<file path="src/rtl/ahb2apb_bridge_mc_if.sv">
// AHB slave port plus APB3 master port of the bridge, bundled as one interface.
// "slave" is the bridge view; "master" is the view of whatever drives the AHB side and models the APB slaves.
interface ahb2apb_bridge_mc_if #(
  parameter int NUM_SLAVES = 3,
  parameter int ADDR_W     = 32,
  parameter int DATA_W     = 32
);
  logic [1:0]            Htrans;
  logic                  Hwrite;
  logic                  Hreadyin;
  logic [ADDR_W-1:0]     Haddr;
  logic [DATA_W-1:0]     Hwdata;
  logic [DATA_W-1:0]     Prdata;
  logic                  Pready;
  logic                  Pslverr;
  logic [NUM_SLAVES-1:0] Pselx;
  logic [ADDR_W-1:0]     Paddr;
  logic [DATA_W-1:0]     Pwdata;
  logic                  Pwrite;
  logic                  Penable;
  logic                  Hreadyout;
  logic [1:0]            Hresp;
  logic [DATA_W-1:0]     Hrdata;

  modport slave (
    input  Htrans, Hwrite, Hreadyin, Haddr, Hwdata, Prdata, Pready, Pslverr,
    output Pselx, Paddr, Pwdata, Pwrite, Penable, Hreadyout, Hresp, Hrdata
  );

  modport master (
    output Htrans, Hwrite, Hreadyin, Haddr, Hwdata, Prdata, Pready, Pslverr,
    input  Pselx, Paddr, Pwdata, Pwrite, Penable, Hreadyout, Hresp, Hrdata
  );
endinterface

</file>
<file path="src/rtl/ahb2apb_bridge_mc.sv">
// AHB-to-APB3 bridge fanning one AHB slave port out to NUM_SLAVES peripherals over a uniform address map.
// Read completes at T+2, write at T+3 (+1 per Pready-low cycle); Pslverr, out-of-map and watchdog give a 2-cycle ERROR.
module ahb2apb_bridge_mc #(
  parameter int                NUM_SLAVES = 3,
  parameter int                ADDR_W     = 32,
  parameter int                DATA_W     = 32,
  parameter logic [ADDR_W-1:0] BASE_ADDR  = 32'h8000_0000,
  parameter logic [ADDR_W-1:0] SLAVE_SIZE = 32'h0400_0000,
  parameter int                TIMEOUT    = 16
) (
  input logic                    Hclk,
  input logic                    Hreset,
  ahb2apb_bridge_mc_if.slave     bus
);

  localparam int          SHIFT   = $clog2(SLAVE_SIZE);
  localparam int          IDX_W   = (NUM_SLAVES > 1) ? $clog2(NUM_SLAVES) : 1;
  localparam int          WD_W    = (TIMEOUT > 1) ? $clog2(TIMEOUT) : 1;
  localparam logic [63:0] MAP_LO  = 64'(BASE_ADDR);
  localparam logic [63:0] MAP_HI  = MAP_LO + 64'(NUM_SLAVES) * 64'(SLAVE_SIZE);
  localparam logic [WD_W-1:0] WD_LAST = WD_W'((TIMEOUT > 0) ? TIMEOUT - 1 : 0);
  localparam logic [1:0]  RESP_OKAY  = 2'b00;
  localparam logic [1:0]  RESP_ERROR = 2'b01;

  typedef enum logic [2:0] {
    IDLE, WWAIT, SETUP, ACCESS, ERR1, ERR2
  } state_t;

  state_t                state_q;
  logic [NUM_SLAVES-1:0] sel_q;
  logic [NUM_SLAVES-1:0] Pselx_q;
  logic [ADDR_W-1:0]     Paddr_q;
  logic [DATA_W-1:0]     Pwdata_q;
  logic                  Pwrite_q;
  logic                  Penable_q;
  logic                  hready_q;
  logic [1:0]            Hresp_q;
  logic [WD_W-1:0]       wd_q;

  logic [63:0]           off;
  logic [IDX_W-1:0]      slave_idx;
  logic [NUM_SLAVES-1:0] dec_sel;
  logic                  in_map;
  logic                  hreadyout;
  logic                  accept;
  logic                  apb_ok;
  logic                  apb_err;
  logic                  wd_fire;

  assign off       = 64'(bus.Haddr) - MAP_LO;
  assign in_map    = (64'(bus.Haddr) >= MAP_LO) && (64'(bus.Haddr) < MAP_HI);
  assign slave_idx = IDX_W'(off >> SHIFT);
  assign dec_sel   = NUM_SLAVES'(1) << slave_idx;

  assign apb_ok    = (state_q == ACCESS) && bus.Pready && !bus.Pslverr;
  assign apb_err   = (state_q == ACCESS) && bus.Pready && bus.Pslverr;
  assign wd_fire   = (TIMEOUT != 0) && (state_q == ACCESS) && !bus.Pready && (wd_q == WD_LAST);

  // Ready goes high combinationally on the APB completion cycle so the next transfer can overlap it.
  assign hreadyout = (state_q == ACCESS) ? apb_ok : hready_q;
  assign accept    = bus.Hreadyin && hreadyout && (bus.Htrans inside {2'b10, 2'b11});

  always_ff @(posedge Hclk) begin
    if (Hreset) begin
      state_q   <= IDLE;
      sel_q     <= '0;
      Pselx_q   <= '0;
      Paddr_q   <= '0;
      Pwdata_q  <= '0;
      Pwrite_q  <= 1'b0;
      Penable_q <= 1'b0;
      hready_q  <= 1'b1;
      Hresp_q   <= RESP_OKAY;
      wd_q      <= '0;
    end else if (accept) begin
      Paddr_q   <= bus.Haddr;
      Pwrite_q  <= bus.Hwrite;
      sel_q     <= dec_sel;
      Pselx_q   <= '0;
      Penable_q <= 1'b0;
      hready_q  <= 1'b0;
      Hresp_q   <= RESP_OKAY;
      if (!in_map) begin
        state_q <= ERR1;
        Hresp_q <= RESP_ERROR;
      end else if (bus.Hwrite) begin
        state_q <= WWAIT;
      end else begin
        state_q <= SETUP;
        Pselx_q <= dec_sel;
        wd_q    <= '0;
      end
    end else begin
      case (state_q)
        IDLE: begin
          hready_q <= 1'b1;
          Hresp_q  <= RESP_OKAY;
        end
        WWAIT: begin
          Pwdata_q <= bus.Hwdata;
          Pselx_q  <= sel_q;
          wd_q     <= '0;
          state_q  <= SETUP;
        end
        SETUP: begin
          Penable_q <= 1'b1;
          state_q   <= ACCESS;
        end
        ACCESS: begin
          if (apb_ok) begin
            Pselx_q   <= '0;
            Penable_q <= 1'b0;
            hready_q  <= 1'b1;
            state_q   <= IDLE;
          end else if (apb_err || wd_fire) begin
            Pselx_q   <= '0;
            Penable_q <= 1'b0;
            hready_q  <= 1'b0;
            Hresp_q   <= RESP_ERROR;
            state_q   <= ERR1;
          end else begin
            wd_q <= wd_q + 1'b1;
          end
        end
        ERR1: begin
          hready_q <= 1'b1;
          state_q  <= ERR2;
        end
        ERR2: begin
          hready_q <= 1'b1;
          Hresp_q  <= RESP_OKAY;
          state_q  <= IDLE;
        end
        default: begin
          hready_q <= 1'b1;
          Hresp_q  <= RESP_OKAY;
          state_q  <= IDLE;
        end
      endcase
    end
  end

  assign bus.Pselx     = Pselx_q;
  assign bus.Paddr     = Paddr_q;
  assign bus.Pwdata    = Pwdata_q;
  assign bus.Pwrite    = Pwrite_q;
  assign bus.Penable   = Penable_q;
  assign bus.Hreadyout = hreadyout;
  assign bus.Hresp     = Hresp_q;
  assign bus.Hrdata    = ((state_q == ACCESS) && !Pwrite_q) ? bus.Prdata : '0;

endmodule

</file>
<file path="src/flat_wrapper.sv">
// flat-port wrapper written by rule: the top's interface ports become plain ports
module ahb2apb_bridge_mc_flat 
#(
  parameter int                NUM_SLAVES = 3,
  parameter int                ADDR_W     = 32,
  parameter int                DATA_W     = 32,
  parameter logic [ADDR_W-1:0] BASE_ADDR  = 32'h8000_0000,
  parameter logic [ADDR_W-1:0] SLAVE_SIZE = 32'h0400_0000,
  parameter int                TIMEOUT    = 16
)
  (Hclk, Hreset, bus_Htrans, bus_Hwrite, bus_Hreadyin, bus_Haddr, bus_Hwdata, bus_Prdata, bus_Pready, bus_Pslverr, bus_Pselx, bus_Paddr, bus_Pwdata, bus_Pwrite, bus_Penable, bus_Hreadyout, bus_Hresp, bus_Hrdata);
  ahb2apb_bridge_mc_if #(.NUM_SLAVES(NUM_SLAVES), .ADDR_W(ADDR_W), .DATA_W(DATA_W)) bus_i ();
  input logic Hclk;
  input logic Hreset;
  input wire logic [$bits(bus_i.Htrans)-1:0] bus_Htrans;
  input wire logic [$bits(bus_i.Hwrite)-1:0] bus_Hwrite;
  input wire logic [$bits(bus_i.Hreadyin)-1:0] bus_Hreadyin;
  input wire logic [$bits(bus_i.Haddr)-1:0] bus_Haddr;
  input wire logic [$bits(bus_i.Hwdata)-1:0] bus_Hwdata;
  input wire logic [$bits(bus_i.Prdata)-1:0] bus_Prdata;
  input wire logic [$bits(bus_i.Pready)-1:0] bus_Pready;
  input wire logic [$bits(bus_i.Pslverr)-1:0] bus_Pslverr;
  output wire logic [$bits(bus_i.Pselx)-1:0] bus_Pselx;
  output wire logic [$bits(bus_i.Paddr)-1:0] bus_Paddr;
  output wire logic [$bits(bus_i.Pwdata)-1:0] bus_Pwdata;
  output wire logic [$bits(bus_i.Pwrite)-1:0] bus_Pwrite;
  output wire logic [$bits(bus_i.Penable)-1:0] bus_Penable;
  output wire logic [$bits(bus_i.Hreadyout)-1:0] bus_Hreadyout;
  output wire logic [$bits(bus_i.Hresp)-1:0] bus_Hresp;
  output wire logic [$bits(bus_i.Hrdata)-1:0] bus_Hrdata;
  assign bus_i.Htrans = bus_Htrans;
  assign bus_i.Hwrite = bus_Hwrite;
  assign bus_i.Hreadyin = bus_Hreadyin;
  assign bus_i.Haddr = bus_Haddr;
  assign bus_i.Hwdata = bus_Hwdata;
  assign bus_i.Prdata = bus_Prdata;
  assign bus_i.Pready = bus_Pready;
  assign bus_i.Pslverr = bus_Pslverr;
  assign bus_Pselx = bus_i.Pselx;
  assign bus_Paddr = bus_i.Paddr;
  assign bus_Pwdata = bus_i.Pwdata;
  assign bus_Pwrite = bus_i.Pwrite;
  assign bus_Penable = bus_i.Penable;
  assign bus_Hreadyout = bus_i.Hreadyout;
  assign bus_Hresp = bus_i.Hresp;
  assign bus_Hrdata = bus_i.Hrdata;
  ahb2apb_bridge_mc #(.NUM_SLAVES(NUM_SLAVES), .ADDR_W(ADDR_W), .DATA_W(DATA_W), .BASE_ADDR(BASE_ADDR), .SLAVE_SIZE(SLAVE_SIZE), .TIMEOUT(TIMEOUT)) u_core (.Hclk(Hclk), .Hreset(Hreset), .bus(bus_i));
endmodule
</file>
<file path="config.mk">
export PLATFORM = sky130hd
export DESIGN_NAME = ahb2apb_bridge_mc_flat
export DESIGN_NICKNAME = d
export VERILOG_FILES = /design/src/rtl/ahb2apb_bridge_mc_if.sv /design/src/rtl/ahb2apb_bridge_mc.sv /design/src/flat_wrapper.sv
export SDC_FILE = /design/constraint.sdc
export NUM_CORES = 1
export LEC_CHECK = 0
export BUFFER_PORTS_ARGS = -buffer_cell sky130_fd_sc_hd__clkbuf_2
export CORE_UTILIZATION = 43
export CTS_CLUSTER_DIAMETER = 80
export DETAILED_ROUTE_END_ITERATION = 6
export GPL_ROUTABILITY_DRIVEN = 0
export GPL_TIMING_DRIVEN = 0
export PLACE_DENSITY = 0.79
export SYNTH_ARGS = -nofsm -noshare
export SYNTH_HDL_FRONTEND = slang
export SYNTH_SLANG_ARGS = --single-unit
export TNS_END_PERCENT = 100
</file>
<file path="constraint.sdc">
create_clock -name Hclk -period 2 [get_ports Hclk]
set_clock_uncertainty 0.1 [all_clocks]
set_input_delay 0.4 -clock Hclk [delete_from_list [all_inputs] [get_ports Hclk]]
set_output_delay 0.4 -clock Hclk [all_outputs]
set_load 0.05 [all_outputs]
</file>
Word-level counts from Yosys, hierarchy flattened
Index checks and enable logic that the tools add are counted.
{ "totals": {"register_bits": 82, "in_bits": 104, "out_inout_bits": 104, "word_cells": 91} }
{ "op_classes": {"addsub": 2, "n_lt_le_gt_ge": 2, "n_eq_ne": 17, "shifts": 1, "n_mux": 31, "n_bitwise": 1, "n_reduce_logical": 27} }
{ "op_table": {"columns": ["operator", "n"], "rows": [
  ["32-bit greater-or-equal comparator (second input constant)", 1],
  ["32-bit < comparator (second input constant)", 1],
  ["32-bit two-way mux", 1],
  ["28-bit by 1-bit subtractor with 28-bit output (second input constant)", 1],
  ["3-bit two-way mux", 9],
  ["4-bit two-way mux", 5],
  ["3-bit one-hot mux with 5 select lines", 1],
  ["3-bit by 2-bit inequality test with 1-bit output (second input constant)", 4],
  ["2-bit AND reduction", 5],
  ["1-bit logical AND", 9],
  ["2-bit two-way mux", 4],
  ["2-bit by 1-bit inequality test with 1-bit output (second input constant)", 4],
  ["4-bit one-hot mux with 2 select lines", 1],
  ["3-bit by 2-bit == test with 1-bit output (second input constant)", 2],
  ["1-bit two-way mux", 6],
  ["3-bit one-hot mux with 2 select lines", 1],
  ["5-bit AND reduction", 1],
  ["4-bit by 1-bit adder with 4-bit output (second input constant)", 1],
  ["2-bit == test (second input constant)", 2],
  ["4-bit == test (second input constant)", 1],
  ["4-bit by 2-bit inequality test with 1-bit output (second input constant)", 1],
  ["1-bit one-hot mux with 2 select lines", 2],
  ["2-bit one-hot mux with 2 select lines", 1],
  ["2-bit nonzero test", 2],
  ["other kinds (12)", 15]
]} }

Depth between registers and ports, before layout
Gate-level depths: netlist of run 1.
{ "depth": {"word_depth": 8, "mapped_depth": 7, "mapped_depth_nobuf": 5} }

Worst setup path after synthesis of run 1
Ideal clock, no wire load.
{ "synth_path": {"kind": "reg2out", "startpoint": "reg u_core.state_q[2]", "endpoint": "out bus_Hreadyout", "arrival_time_ns": 1.822, "required_ns": 1.500, "slack_ns": -0.322, "stages_incl_launch_ff": 4, "n_path_buf": 1, "cell_sequence": "dfxtp_1 > buf_2 > and3b_1 > o21ai_0"} }
{ "synth_via": {"elab_chain_cells": 4} }
{ "synth_lines": {"columns": ["element", "line_no", "source"], "rows": [
  ["start: declaration", "ahb2apb_bridge_mc.sv:29", "state_t state_q;"],
  ["start signal: assignment", "ahb2apb_bridge_mc.sv:65", "state_q <= IDLE;"],
  ["start signal: assignment", "ahb2apb_bridge_mc.sv:84", "state_q <= ERR1;"],
  ["start signal: assignment", "ahb2apb_bridge_mc.sv:87", "state_q <= WWAIT;"],
  ["3-bit by 2-bit == test with 1-bit output *", "ahb2apb_bridge_mc.sv:55, ahb2apb_bridge_mc.sv:60", null],
  ["1-bit logical AND (2 in a row)", "ahb2apb_bridge_mc.sv:55", "assign apb_ok = (state_q == ACCESS) && bus.Pready && !bus.Pslverr;"],
  ["1-bit two-way mux *", "ahb2apb_bridge_mc.sv:60", "assign hreadyout = (state_q == ACCESS) ? apb_ok : hready_q;"],
  ["end: declaration", "flat_wrapper.sv:28", "output wire logic [$bits(bus_i.Hreadyout)-1:0] bus_Hreadyout;"]
]} }
Mark *: on every way between the ends. The rest lies on a longest branch, timed or not.

Final worst setup path of run 1
{ "layout_path": {"startpoint": "reg u_core.state_q[2]", "endpoint": "out bus_Hrdata[12]"} }
{ "layout_via": {"elab_chain_cells": 3} }
{ "layout_lines": {"columns": ["element", "line_no", "source"], "rows": [
  ["3-bit by 2-bit == test with 1-bit output", "ahb2apb_bridge_mc.sv:150", "assign bus.Hrdata = ((state_q == ACCESS) && !Pwrite_q) ? bus.Prdata : '0;"],
  ["1-bit logical AND", "ahb2apb_bridge_mc.sv:150", null],
  ["32-bit two-way mux", "ahb2apb_bridge_mc.sv:150", null],
  ["end: declaration", "flat_wrapper.sv:30", "output wire logic [$bits(bus_i.Hrdata)-1:0] bus_Hrdata;"]
]} }
Every way passes these cells.

==> flow_summary_export.csv, run 1 <==
group,metric,value,unit
sta,slew_violations,0,
flow_run,maxCapViolations,0,
logic_synthesis,yosys_warnings,0,
global_routing,antenna_found_initial,0,
sta,relSlewSlack,46.44,%
sta,setup_viol,31,
global_routing,overflow,0,
logic_synthesis,synth_cell_types,44,
critical_path,crit_type,"reg2out",
route,avgViaCountPerCell,5.037,
cells_and_area,num_antenna_cells,0,
route,wl_met3,907,um
cts,clk_latency,0.35,ns
pwr,fin_total_pwr,3.540,mW
logic_synthesis,synth-edff-count,0,
critical_path,r2r_setup_slack,0.15,ns
route,wl_met1,4.545,mm
die,placementRows,32,
logic_synthesis,synth_fp_nets,559,
global_routing,grt_pass1_vias,3851,
sta,worst_pin_slew,0.7922,ns
route,drtPass1Iterations,4,
cells_and_area,syn_to_final_growth,58.34,%
logic_synthesis,synthFlopType,"dfxtp_1",
pwr,irDropWorstVdd,0.6856,mV
cts,cts_root_buf,"clkbuf_8",
die,io_pins,208,
route,highest_layer,"met4",
pwr,p_leak,2.496,nW
logic_synthesis,synthCells,454,
critical_path,r2r_cells,5,
pwr,powerDensity,638.5,nW/um2
critical_path,crit_required,1.50,ns
global_routing,grt_first_pass_wirelength,18.04,mm
cts,cts_sinks,81,
sta,timing.hold.ws,0.1503,ns
cts,clk_path_buf_depth,2,
logic_synthesis,syn-cell-area,3502,um2
sta,setup_slack,-0.08795,ns
sta,grt_setup_unrepaired,"yes",
die,core-area,7807,um2
cts,cts.clk_slew.worst_paths,0.09,ns
placed_design,placed_area,4651,um2
critical_path,crit_fanout,5,
critical_path,crit_arrival,1.59,ns
placed_design,post-dp-hpwl,8.380,mm
route,met2_length,5.818,mm
sta,max_freq,478.9,MHz
route,finalWirelength,11.55,mm
die,fp.dieArea,8509,um2
global_routing,grt.total_usage,26.85,%
logic_synthesis,synthTopCellsByArea,"dfxtp_1 46%, nand2_1 16%, a21oi_1 11%, and2_1 6.1%, clkbuf_1 2.1%",
cells_and_area,final_nets,783,
cells_and_area,final_cell_mix,"173 x clkbuf_2, 145 x nand2_1, 78 x dfxtp_1",
worst_hold_path,hold_class,"in2reg",
die,initial_core_util,44.86,%
run_status,status,"finished with violations",
route,ant_nets,0,
die,die_height,92.25,um
sta,finalHoldViolations,0,
logic_synthesis,seq_area_frac_synth,46.30,%
critical_path,critPathCaptureType,"output port",
route,vias,3954,
cells_and_area,post-route-util,71.03,%
logic_synthesis,ys_seq_elements,81,
route,wl_per_cell,14.72,um
cells_and_area,final_common_cell,"clkbuf_2",
logic_synthesis,yosysTopAreaCell,"dfxtp_1",
cts,htree_levels,3,
critical_path,crit_start,"u_core.state_q[2]$_SDFFE_PP0P_",
critical_path,r2r_end,"u_core.wd_q[3]$_SDFFE_PP0P_",
cts,hold_buffers,0,
logic_synthesis,synthArstFlopShare,0,%
cells_and_area,drive_gt1_share,42.31,%
cts,cts_buffers,9,
global_routing,grt_max_degree,16,
critical_path,crit_path_end,"bus_Hrdata[12]",
logic_synthesis,synth_top_area_share,46.30,%
sta,post-route-period-util,104.4,%
logic_synthesis,syn_avg_cell_area,7.714,um2
run_status,violations,"negative setup slack",
sta,fin_crit,2.088,ns
placed_design,portBuffers,204,
route,drc,0,
critical_path,r2r_start,"u_core.state_q[2]$_SDFFE_PP0P_",
critical_path,start_kind,"flip-flop",
cts,cts_tree,"yes",
route,first_iter_violations,152,
cells_and_area,design_area,5545,um2
die,die_x,92.25,um
## synth_stat cells, types with 2 or more instances
cell,n
nand2_1,145
dfxtp_1,81
a21oi_1,77
and2_1,34
clkbuf_1,20
nor2_1,11
buf_2,10
inv_1,6
a211oi_1,5
o21ai_0,5
a311oi_1,4
nand2b_1,4
nand3b_1,4
nor2b_1,4
a31oi_1,3
nand3_1,3
o21a_1,3
a22oi_1,2
and3_1,2
and4b_1,2
buf_4,2
nand4_1,2
o311ai_0,2
o31ai_1,2
or3_1,2
## power breakdown
group,internal [mW],leakage (nW),switching [mW],total (mW)
registers,1.68,0.659,0.0404,1.72
logic,0.227,1.75,0.493,0.720
clock network,0.459,0.0822,0.637,1.10
## stage by stage
step / worst slack [ns] / instances / TNS (ns)
2_1_floorplan: 0.05763 / 454 / 0
3_5_place_dp: -0.2588 / 760 / -9.378
6_report: -0.08795 / 785 / -1.547
4_1_cts: -0.07311 / 782 / -1.512
5_1_grt: -0.1327 / 785 / -3.054
3_3_place_gp: -0.1993 / 760 / -5.970
## repair_timing
item | CTS | global route
setup buffers | 4 | 4
gates cloned | 2 | 0
endpoints found under the setup margin | 33 | 54
pin swaps | 14 | 7
hold endpoints to repair | 0 | 0
resized for setup | 112 | 49
## critical path: stages (launching register included)
cell and delay (ns):
dfxtp_2 0.34, nand3b_4 0.16, nor2_4 0.16, buf_6 0.14
buf_8 0.11, and2_4 0.16, clkbuf_16 0.16
## flip-flops by register name (all words and copies together), names as in the netlist
register and flops:
u_core.hready_q 1, u_core.bus.Paddr 32, u_core.bus.Penable 1, u_core.wd_q 4
u_core.state_q 3, u_core.bus.Pwdata 32, u_core.bus.Pwrite 1, u_core.bus.Pselx 3
u_core.sel_q 3, u_core.bus.Hresp 1
## area by class of cell
type	instances	area, um2
multi-input combinational	335	1828
sequential	81	1625
fill	669	2262
inverter	6	22.52
clock inverter	7	53.80
tap	102	127.6
timing repair buffer	214	1597
clock buffer	9	123.9
buffer	31	167.7
## how the worst min path moves through the flow
stage / startpoint / endpoint / slack, ns / depth (start not counted)
after floorplan: u_core.sel_q[0]$_SDFFE_PP0P_ / u_core.sel_q[0]$_SDFFE_PP0P_ / 0.33 / 2
after global placement: u_core.bus.Paddr[20]$_SDFFE_PP0P_ / u_core.bus.Paddr[20]$_SDFFE_PP0P_ / 0.34 / 2
after detailed placement: u_core.bus.Paddr[10]$_SDFFE_PP0P_ / u_core.bus.Paddr[10]$_SDFFE_PP0P_ / 0.34 / 2
after CTS: bus_Hwdata[28] / u_core.bus.Pwdata[28]$_SDFFE_PP0P_ / 0.14 / 3
after global routing: bus_Hwdata[17] / u_core.bus.Pwdata[17]$_SDFFE_PP0P_ / 0.14 / 3
final: bus_Hwdata[24] / u_core.bus.Pwdata[24]$_SDFFE_PP0P_ / 0.15 / 3
## kinds of logic after synthesis
| logic type | Yosys count | share of synthesized area, % |
|---|---|---|
| AND/OR/NAND/NOR | 220 | 29.22 |
| AO/OA/AOI/OAI | 109 | 17.79 |
| flip-flops | 81 | 46.30 |
| buffers and inverters | 38 | 4.644 |
| multiplexers | 3 | 1.322 |
| adder cells (fa/ha/maj) | 1 | 0.3572 |
| other | 1 | 0.1071 |
| XOR/XNOR | 1 | 0.2501 |
## per-layer routing
metal / global-route usage, % / vias to the layer above
li1: - / 1961
met1: 28.43 / 1804
met2: 49.32 / 166
met3: 8.126 / 23
met4: 10.68 / 0
met5: 0 / -
Power figures use the tool's default switching activity.
==> run 2: changes to the inputs <==
--- a/config.mk
+++ b/config.mk
@@ -6,12 +6,13 @@
 export NUM_CORES = 1
 export LEC_CHECK = 0
 export BUFFER_PORTS_ARGS = -buffer_cell sky130_fd_sc_hd__clkbuf_2
-export CORE_UTILIZATION = 43
+export CORE_UTILIZATION = 45
+export CTS_BUF_LIST = sky130_fd_sc_hd__clkbuf_4 sky130_fd_sc_hd__clkbuf_8
 export CTS_CLUSTER_DIAMETER = 80
 export DETAILED_ROUTE_END_ITERATION = 6
 export GPL_ROUTABILITY_DRIVEN = 0
 export GPL_TIMING_DRIVEN = 0
-export PLACE_DENSITY = 0.79
+export PLACE_DENSITY = 0.83
 export SYNTH_ARGS = -nofsm -noshare
 export SYNTH_HDL_FRONTEND = slang
 export SYNTH_SLANG_ARGS = --single-unit
==> run 2 against run 1 <==
  * The run still ends with negative setup slack left
  * Combinational power is essentially flat
  * Die area shrank 4.3%
  * Count of clock-buffer cells in the layout grew 1
  * Sequential power is essentially flat
  * Total power grew 4.8%
  * First-iteration DRC count grew 37%
  * Hold slack gained 0.0044 ns
  * Worst setup slack gained 0.041 ns
  * Clock power grew 15%
  * Via count grew 0.30%
  * Critical path type unchanged
  * Largest cell class unchanged
==> flow_summary_export.csv, run 2 (same netlist as run 1, synthesis figures left out) <==
group,metric,value,unit
sta,post-route-period-util,102.3,%
global_routing,overflow,0,
sta,max_freq,488.6,MHz
sta,finalHoldViolations,0,
route,vias,3966,
global_routing,grt.total_usage,27.75,%
cells_and_area,final_nets,782,
cts,cts_sinks,81,
route,wl_per_cell,14.80,um
global_routing,antenna_found_initial,1,
cts,clk_latency,0.35,ns
pwr,combPwrFrac,19.4,%
route,drtPass1Iterations,4,
pwr,irDropWorstVdd,0.5547,mV
sta,fin_crit,2.047,ns
sta,setup_slack,-0.04678,ns
critical_path,crit_type,"reg2out",
placed_design,placed_area,4647,um2
cts,cts_buffers,9,
sta,timing.hold.ws,0.1547,ns
sta,worst_pin_slew,0.7531,ns
route,finalWirelength,11.57,mm
cts,hold_buffers,0,
placed_design,post-dp-hpwl,8.187,mm
pwr,clkPwrFrac,34.2,%
pwr,switching_share,31.65,%
pwr,p_leak,2.479,nW
die,initial_core_util,47.52,%
cts,clk_path_buf_depth,2,
critical_path,crit_required,1.50,ns
worst_hold_path,hold_class,"in2reg",
critical_path,crit_fanout,8,
cells_and_area,final_common_cell,"clkbuf_2",
route,drc,0,
sta,slew_violations,0,
die,fp.dieArea,8140,um2
cells_and_area,final_cells,782,
die,core-area,7370,um2
global_routing,grt_pass1_vias,3855,
cts,htree_levels,3,
cts,cts_root_buf,"clkbuf_8",
placed_design,dp_cells,757,
sta,grt_setup_unrepaired,"yes",
sta,setup_viol,29,
cells_and_area,drive_gt1_share,42.23,%
die,die_height,90.22,um
pwr,switchingPower,1.175,mW
die,io_pins,208,
pwr,seqPwrFrac,46.4,%
cells_and_area,final_cell_mix,"173 x clkbuf_2, 145 x nand2_1, 78 x dfxtp_1",
critical_path,start_kind,"flip-flop",
run_status,status,"finished with violations",
cts,cts.clk_slew.worst_paths,0.09,ns
die,placementRows,31,
pwr,p_int,2.537,mW
cells_and_area,fill_cells,586,
critical_path,critPathCaptureType,"output port",
cells_and_area,design_area,5459,um2
global_routing,grt_max_degree,16,
route,ant_nets,0,
sta,relSlewSlack,49.09,%
global_routing,grt_first_pass_wirelength,18.17,mm
critical_path,crit_arrival,1.55,ns
placed_design,portBuffers,204,
cells_and_area,post-route-util,74.07,%
route,avgViaCountPerCell,5.072,
die,die_x,90.22,um
cells_and_area,syn_to_final_growth,55.88,%
cts,cts_tree,"yes",
route,first_iter_violations,208,
flow_run,maxCapViolations,0,
pwr,powerDensity,679.9,nW/um2
pwr,fin_total_pwr,3.712,mW
run_status,violations,"negative setup slack",
-- run 2: cell types whose count changed in the layout (fill, tap and decap cells not counted), moves of 2 or more --
cell	before	now
dfxtp_2	3	1
clkbuf_16	16	4
clkinvlp_4	3	0
dfxtp_4	0	2
buf_8	17	28
-- run 2: worst max-delay path: stages, from the launching register on --
cell       delay (ns)
dfxtp_2          0.34
nand3b_4         0.16
nor2_4           0.13
buf_12           0.14
buf_8            0.11
and2_4           0.16
clkbuf_16        0.16
-- run 2: path summary, 6_finish.rpt --
path | from | cells past startpoint | slack, ns | endpoint
worst max register to register | u_core.hready_q$_SDFFE_PP1P_ | 5 | 0.15 | u_core.bus.Pselx[1]$_SDFFE_PP0P_
worst min-delay path | bus_Hwdata[7] | 3 | 0.15 | u_core.bus.Pwdata[7]$_SDFFE_PP0P_
worst min register to register | u_core.bus.Paddr[25]$_SDFFE_PP0P_ | 2 | 0.35 | u_core.bus.Paddr[25]$_SDFFE_PP0P_
worst max-delay path | u_core.state_q[2]$_SDFFE_PP0P_ | 6 | -0.05 | bus_Hrdata[21]
-- run 2: final cells by class --
| type | instances | area, um2 | share of cell area [%] |
|---|---|---|---|
| multi-input combinational | 335 | 1828 | 33.49 |
| sequential | 81 | 1630 | 29.86 |
| timing repair buffer | 213 | 1478 | 27.07 |
| buffer | 31 | 163.9 | 3.003 |
| clock buffer | 10 | 137.6 | 2.521 |
| tap | 99 | 123.9 | 2.269 |
| clock inverter | 6 | 72.57 | 1.329 |
| inverter | 6 | 22.52 | 0.4126 |
| antenna | 1 | 2.502 | 0.04584 |
-- run 2: per-layer routing --
layer  wire length [um]  vias up  GRT usage, %
met3                860       31         6.768
met1               4445     1785         30.52
li1                   -     1960             -
met2               5863      190         49.75
met5                  0        -             0
met4                404        0         13.44
-- run 2: timing repair --
action                                  in CTS  in global routing
setup buffers                                4                  2
gates resized for setup                     87                 78
cloned                                       1                  2
endpoints found under the setup margin      34                 46
pin swaps                                    1                 16
-- run 2: stage by stage --
stage               TNS, ns  worst slack (ns)
finish              -0.4435          -0.04678
detailed placement   -8.760           -0.2426
global placement     -5.532           -0.1734
global route         -2.257           -0.1010
floorplan                 0           0.05763
CTS                  -1.088          -0.06599
-- run 2: power groups by stage --
stage               Combinational (mW)  Clock, mW  Sequential, mW
floorplan                        0.242          0            1.97
global placement                 0.682          0            1.75
detailed placement               0.694          0            1.76
CTS                              0.711       1.28            1.72
global route                     0.771       1.36            1.73
finish                           0.720       1.27            1.72
